File: config.mk
export PLATFORM = sky130hd
export DESIGN_NAME = alu_arbiter
export DESIGN_NICKNAME = d
export VERILOG_FILES = /design/src/rtl/alu_pkg.sv /design/src/rtl/alu_arbiter_rr_arb2.sv /design/src/rtl/alu_arbiter.sv
export SDC_FILE = /design/constraint.sdc
export NUM_CORES = 1
export LEC_CHECK = 0
export BUFFER_PORTS_ARGS = -buffer_cell sky130_fd_sc_hd__buf_2
export CORE_MARGIN = 5
export CORE_UTILIZATION = 45
export CTS_BUF_LIST = sky130_fd_sc_hd__clkbuf_2 sky130_fd_sc_hd__clkbuf_4 sky130_fd_sc_hd__clkbuf_8
export CTS_CLUSTER_SIZE = 40
export DETAILED_ROUTE_END_ITERATION = 7
export HOLD_SLACK_MARGIN = 0.06
export PLACE_DENSITY = 0.83
export SLEW_MARGIN = 20
export SYNTH_ARGS = -nofsm -noshare
export SYNTH_HDL_FRONTEND = slang
export SYNTH_SLANG_ARGS = --single-unit
File: constraint.sdc
create_clock -name clk -period 2.4 [get_ports clk]
set_input_delay 0.36 -clock clk [delete_from_list [all_inputs] [get_ports clk]]
set_output_delay 0.36 -clock clk [all_outputs]
set_load 0.05 [all_outputs]
File: src/rtl/alu_pkg.sv
// alu_pkg: shared opcodes, FSM states and width defaults for the ALU arbiter
package alu_pkg;
  localparam int DATA_W_DEF = 16;
  localparam int RES_W_DEF = 32;
  localparam logic [2:0] OP_ADD  = 3'b000;
  localparam logic [2:0] OP_SUB  = 3'b001;
  localparam logic [2:0] OP_MUL  = 3'b010;
  localparam logic [2:0] OP_DIV  = 3'b011;
  localparam logic [2:0] OP_OR   = 3'b100;
  localparam logic [2:0] OP_AND  = 3'b101;
  localparam logic [2:0] OP_NOT1 = 3'b110;
  localparam logic [2:0] OP_NOT2 = 3'b111;
  typedef enum logic [1:0] {IDLE = 2'd0, EXEC = 2'd1, RESP = 2'd2} state_t;
endpackage

File: src/rtl/alu_arbiter_rr_arb2.sv
// rr_arb2: two-way round-robin grant whose pointer favours the loser after every accepted grant
module rr_arb2 (
  input  logic       clk,
  input  logic       rst_n,
  input  logic       en,
  input  logic [1:0] req,
  output logic [1:0] gnt
);
  logic ptr_q;
  logic ptr_d;
  assign gnt = !en ? 2'b00 : (&req) ? (ptr_q ? 2'b10 : 2'b01) : req;
  assign ptr_d = (|gnt) ? gnt[0] : ptr_q;
  always_ff @(posedge clk) ptr_q <= !rst_n ? 1'b0 : ptr_d;
endmodule

File: src/rtl/alu_arbiter.sv
// alu_arbiter: round-robin sequencer sharing one combinational ALU between two requesters
module alu_arbiter
  import alu_pkg::*;
#(
  parameter int DATA_W = DATA_W_DEF,
  parameter int RES_W = RES_W_DEF,
  parameter int EXEC_CYCLES = 2
) (
  input  logic              clk,
  input  logic              rst_n,
  input  logic              req0_valid,
  output logic              req0_ready,
  input  logic [DATA_W-1:0] req0_inp1,
  input  logic [DATA_W-1:0] req0_inp2,
  input  logic [2:0]        req0_opcode,
  input  logic              req1_valid,
  output logic              req1_ready,
  input  logic [DATA_W-1:0] req1_inp1,
  input  logic [DATA_W-1:0] req1_inp2,
  input  logic [2:0]        req1_opcode,
  output logic [DATA_W-1:0] alu_inp1,
  output logic [DATA_W-1:0] alu_inp2,
  output logic [2:0]        alu_opcode,
  input  logic [RES_W-1:0]  alu_result,
  output logic              rsp_valid,
  input  logic              rsp_ready,
  output logic              rsp_id,
  output logic [RES_W-1:0]  rsp_result,
  output logic              rsp_err,
  output logic              busy
);
  state_t            state_q;
  logic [3:0]        cnt_q;
  logic [DATA_W-1:0] inp1_q, inp2_q;
  logic [2:0]        op_q;
  logic              rsp_valid_q, rsp_id_q, rsp_err_q;
  logic [RES_W-1:0]  rsp_result_q;
  logic [1:0]        gnt;
  logic              div0;
  rr_arb2 u_arb (
    .clk   (clk),
    .rst_n (rst_n),
    .en    (state_q == IDLE),
    .req   ({req1_valid, req0_valid}),
    .gnt   (gnt)
  );
  assign div0 = op_q == OP_DIV && inp2_q == '0;
  always_ff @(posedge clk) begin
    if (!rst_n) begin
      state_q      <= IDLE;
      cnt_q        <= '0;
      inp1_q       <= '0;
      inp2_q       <= '0;
      op_q         <= '0;
      rsp_valid_q  <= 1'b0;
      rsp_id_q     <= 1'b0;
      rsp_err_q    <= 1'b0;
      rsp_result_q <= '0;
    end else begin
      case (state_q)
        IDLE: if (|gnt) begin
          inp1_q   <= gnt[1] ? req1_inp1 : req0_inp1;
          inp2_q   <= gnt[1] ? req1_inp2 : req0_inp2;
          op_q     <= gnt[1] ? req1_opcode : req0_opcode;
          rsp_id_q <= gnt[1];
          cnt_q    <= 4'(EXEC_CYCLES - 1);
          state_q  <= EXEC;
        end
        EXEC: if (cnt_q == '0) begin
          rsp_result_q <= div0 ? '0 : alu_result;
          rsp_err_q    <= div0;
          rsp_valid_q  <= 1'b1;
          state_q      <= RESP;
        end else begin
          cnt_q <= cnt_q - 4'd1;
        end
        RESP: if (rsp_ready) begin
          rsp_valid_q <= 1'b0;
          state_q     <= IDLE;
        end
        default: state_q <= IDLE;
      endcase
    end
  end
  assign req0_ready = gnt[0];
  assign req1_ready = gnt[1];
  assign alu_inp1   = inp1_q;
  assign alu_inp2   = inp2_q;
  assign alu_opcode = op_q;
  assign rsp_valid  = rsp_valid_q;
  assign rsp_id     = rsp_id_q;
  assign rsp_err    = rsp_err_q;
  assign rsp_result = rsp_result_q;
  assign busy       = state_q != IDLE;
endmodule
==> out/results.ini <==
[worst_hold_path]
hold_depth=2
worst_hold_path_type=in2reg
min_to=rsp_result[0]$_SDFFE_PN0P_
hp-start=alu_result[0]

[timing]
slew_headroom=0.5927
fin_tns_setup_ns=0
hold_violations=0
drv_slew=0
final-setup-viol-count=0
finalClockSkew_ns=0.01044
rsz0062_at_grt=no
fmax_mhz=496.5
period_needed_ns=2.014
min_period_over_period=0.8392
tightestPinTransition_ns=0.6109

[synth]
synth.yosys.seq_area_share=0.5146
postSynthCellCount=336
ys_types=36
yosys-top-cells-count=nand2_1, dfxtp_1, o21ai_1, a31oi_1, a22o_1
async_reset_ff_frac=0
synth_nets=445
yosysWarnings=0
synth_most_common_cell=nand2_1
synth_flop_cell=dfxtp_1
synth_edf_count=0
synthTopCellsByArea=dfxtp_1, nand2_1, a22o_1, a31oi_1, o21ai_1
syn-cell-area_um2=2995
synth_top_area_cell=dfxtp_1
syn_avg_cell_area_um2=8.915
synth_seq_cells=77
synth_top_area_frac=0.5146

[critical_path]
path_max_fanout=16
reg2reg_from=cnt_q[0]$_SDFFE_PN0P_
crit_path_start_kind=flop
crit_arrival_ns=1.65
r2r_slack_ns=0.50
worstPathRequired_ns=2.04
path_class=reg2out
r2r_cells=6
end_kind=primary output
r2r-end=rsp_result[30]$_SDFFE_PN0P_

[final_layout]
antenna_cells=0
fillers=557
area.sequential_um2=1541
final_cells=587
drive_gt1_frac=0.4078
multi_input_area_um2=1304
fin_nets=614
syn2layout_area_growth_pct=37.05

[global_routing]
antenna_found_initial=0
grt_pass1_wl_um=14570
grt_util_all_layers=0.2115
grt_start_max_net_pins=72
grt_pass1_vias=3115
grt_overflow=0

[clock_network]
cts_setup_buffers=0
htreeDepth=3
ctsResizeCount=0
cts_sinks=77
cts_buffers=9
cts_hold_buf=0
cts_buffer_depth=2
cts_tree=yes
insertion_delay_ns=0.33
cts-root-buf=clkbuf_8
clk_pin_slew_ns=0.08

[placed_design]
dpl.cell_count=571
dpl.hpwl_um=6573
gp_congestion=0.7776
io_buffer_count=179

[detailed_routing]
detail-route-antenna-nets=0
wire_per_inst_um=15.02
drtIter0Drc=105
routed_wl_um=8816
detail_route.vias_per_cell=5.216
route.detailed.drc=0
drt-pass1-iter-count=4
dr_total_vias=3062

[floorplanning]
initial_utilization=0.4664
core-area_um2=6422
fp.dieH_um=91.59
rows=29
die-area_um2=8388
die_w_um=91.59
io_pins=180

[run_status]
outcome=complete, no violations

[job]
maxCapViolCount=0

[power]
power.leakage_nw=2.058
power_density_nw_per_um2=955.3
irDropWorstVdd_mv=0.5095

[stage by stage]
stage / hold slack, ns / area [um2] / power [mW] / util / worst slack, ns
2_1_floorplan: 0.4526 / 2995 / 2.626 / - / 0.6004
3_3_place_gp: 0.4453 / 3909 / 2.972 / 0.6086 / 0.3935
3_5_place_dp: 0.4535 / 3909 / 2.998 / 0.6086 / 0.2912
4_1_cts: 0.2136 / 4104 / 3.962 / 0.6390 / 0.2550
5_1_grt: 0.2154 / 4105 / 4.140 / 0.6392 / 0.2692
6_report: 0.2302 / 4105 / 3.922 / 0.6392 / 0.3860
[kinds of logic after synthesis]
kind of cell | count (synthesis) | synth area share
xor+xnor | 1 | 0.002925
compound gates | 117 | 0.2602
simple gates | 107 | 0.1629
fa+ha+maj | 2 | 0.008353
buf+inv | 32 | 0.05096
flops | 77 | 0.5146
[per-layer routing]
metal | vias to the layer above | wire [um] | track usage
met1 | 1374 | 3585 | 0.2471
met5 | - | 0 | 0
met4 | 0 | 64 | 0.06156
li1 | 1542 | - | -
met3 | 6 | 999 | 0.08926
met2 | 140 | 4166 | 0.3536
[worst max-delay path: stages, from the launching register on]
cell	delay, ns
dfxtp_1	0.34
nor2_2	0.25
nand3_2	0.14
inv_2	0.26
buf_2	0.33
[how the worst max path moves through the flow]
stage / from / endpoint
after floorplan: alu_inp2[1]$_SDFFE_PN0P_ / rsp_result[31]$_SDFFE_PN0P_
after global placement: cnt_q[0]$_SDFFE_PN0P_ / rsp_result[2]$_SDFFE_PN0P_
after detailed placement: cnt_q[0]$_SDFFE_PN0P_ / rsp_result[25]$_SDFFE_PN0P_
after CTS: cnt_q[0]$_SDFFE_PN0P_ / rsp_result[25]$_SDFFE_PN0P_
after global routing: state_q[1]$_SDFFE_PN0P_ / req1_ready
final: state_q[1]$_SDFFE_PN0P_ / req1_ready
[layout make-up]
type | count | share of cell area
inverters | 6 | 0.005486
clock inverters | 5 | 0.01219
clock buffers | 11 | 0.03536
multi-input cells | 227 | 0.3176
well taps | 77 | 0.02347
flip-flops and latches | 77 | 0.3755
repair buffers | 184 | 0.2304
[flip-flops by register name (all words and copies together) (netlist names), 2 cells and up]
| register | flops |
|---|---|
| alu_inp1 | 16 |
| rsp_result | 32 |
| alu_opcode | 3 |
| alu_inp2 | 16 |
| state_q | 2 |
| cnt_q | 4 |
[report_power, final]
part | internal [mW] | switching, mW
clock network | 0.514 | 0.446
registers | 1.46 | 0.114
logic | 0.378 | 1.01
[placed cells by master, fill, tap and decap left out, types with 2 or more instances in the layout]
| master | count |
|---|---|
| nor2_1 | 3 |
| clkbuf_8 | 10 |
| dfxtp_1 | 77 |
| nand3_1 | 4 |
| inv_1 | 5 |
| o21ai_0 | 3 |
| and2_1 | 3 |
| o21ai_1 | 36 |
| buf_2 | 179 |
| a22o_1 | 32 |
| nand4_1 | 2 |
| a31oi_1 | 35 |
| and3_1 | 3 |
| nand2_1 | 78 |
| ha_1 | 2 |
| a21boi_0 | 3 |
| nor3_1 | 2 |
| clkinv_2 | 4 |
| a21boi_1 | 2 |
| nor4_1 | 2 |
| buf_4 | 4 |
Power figures use the tool's default switching activity.
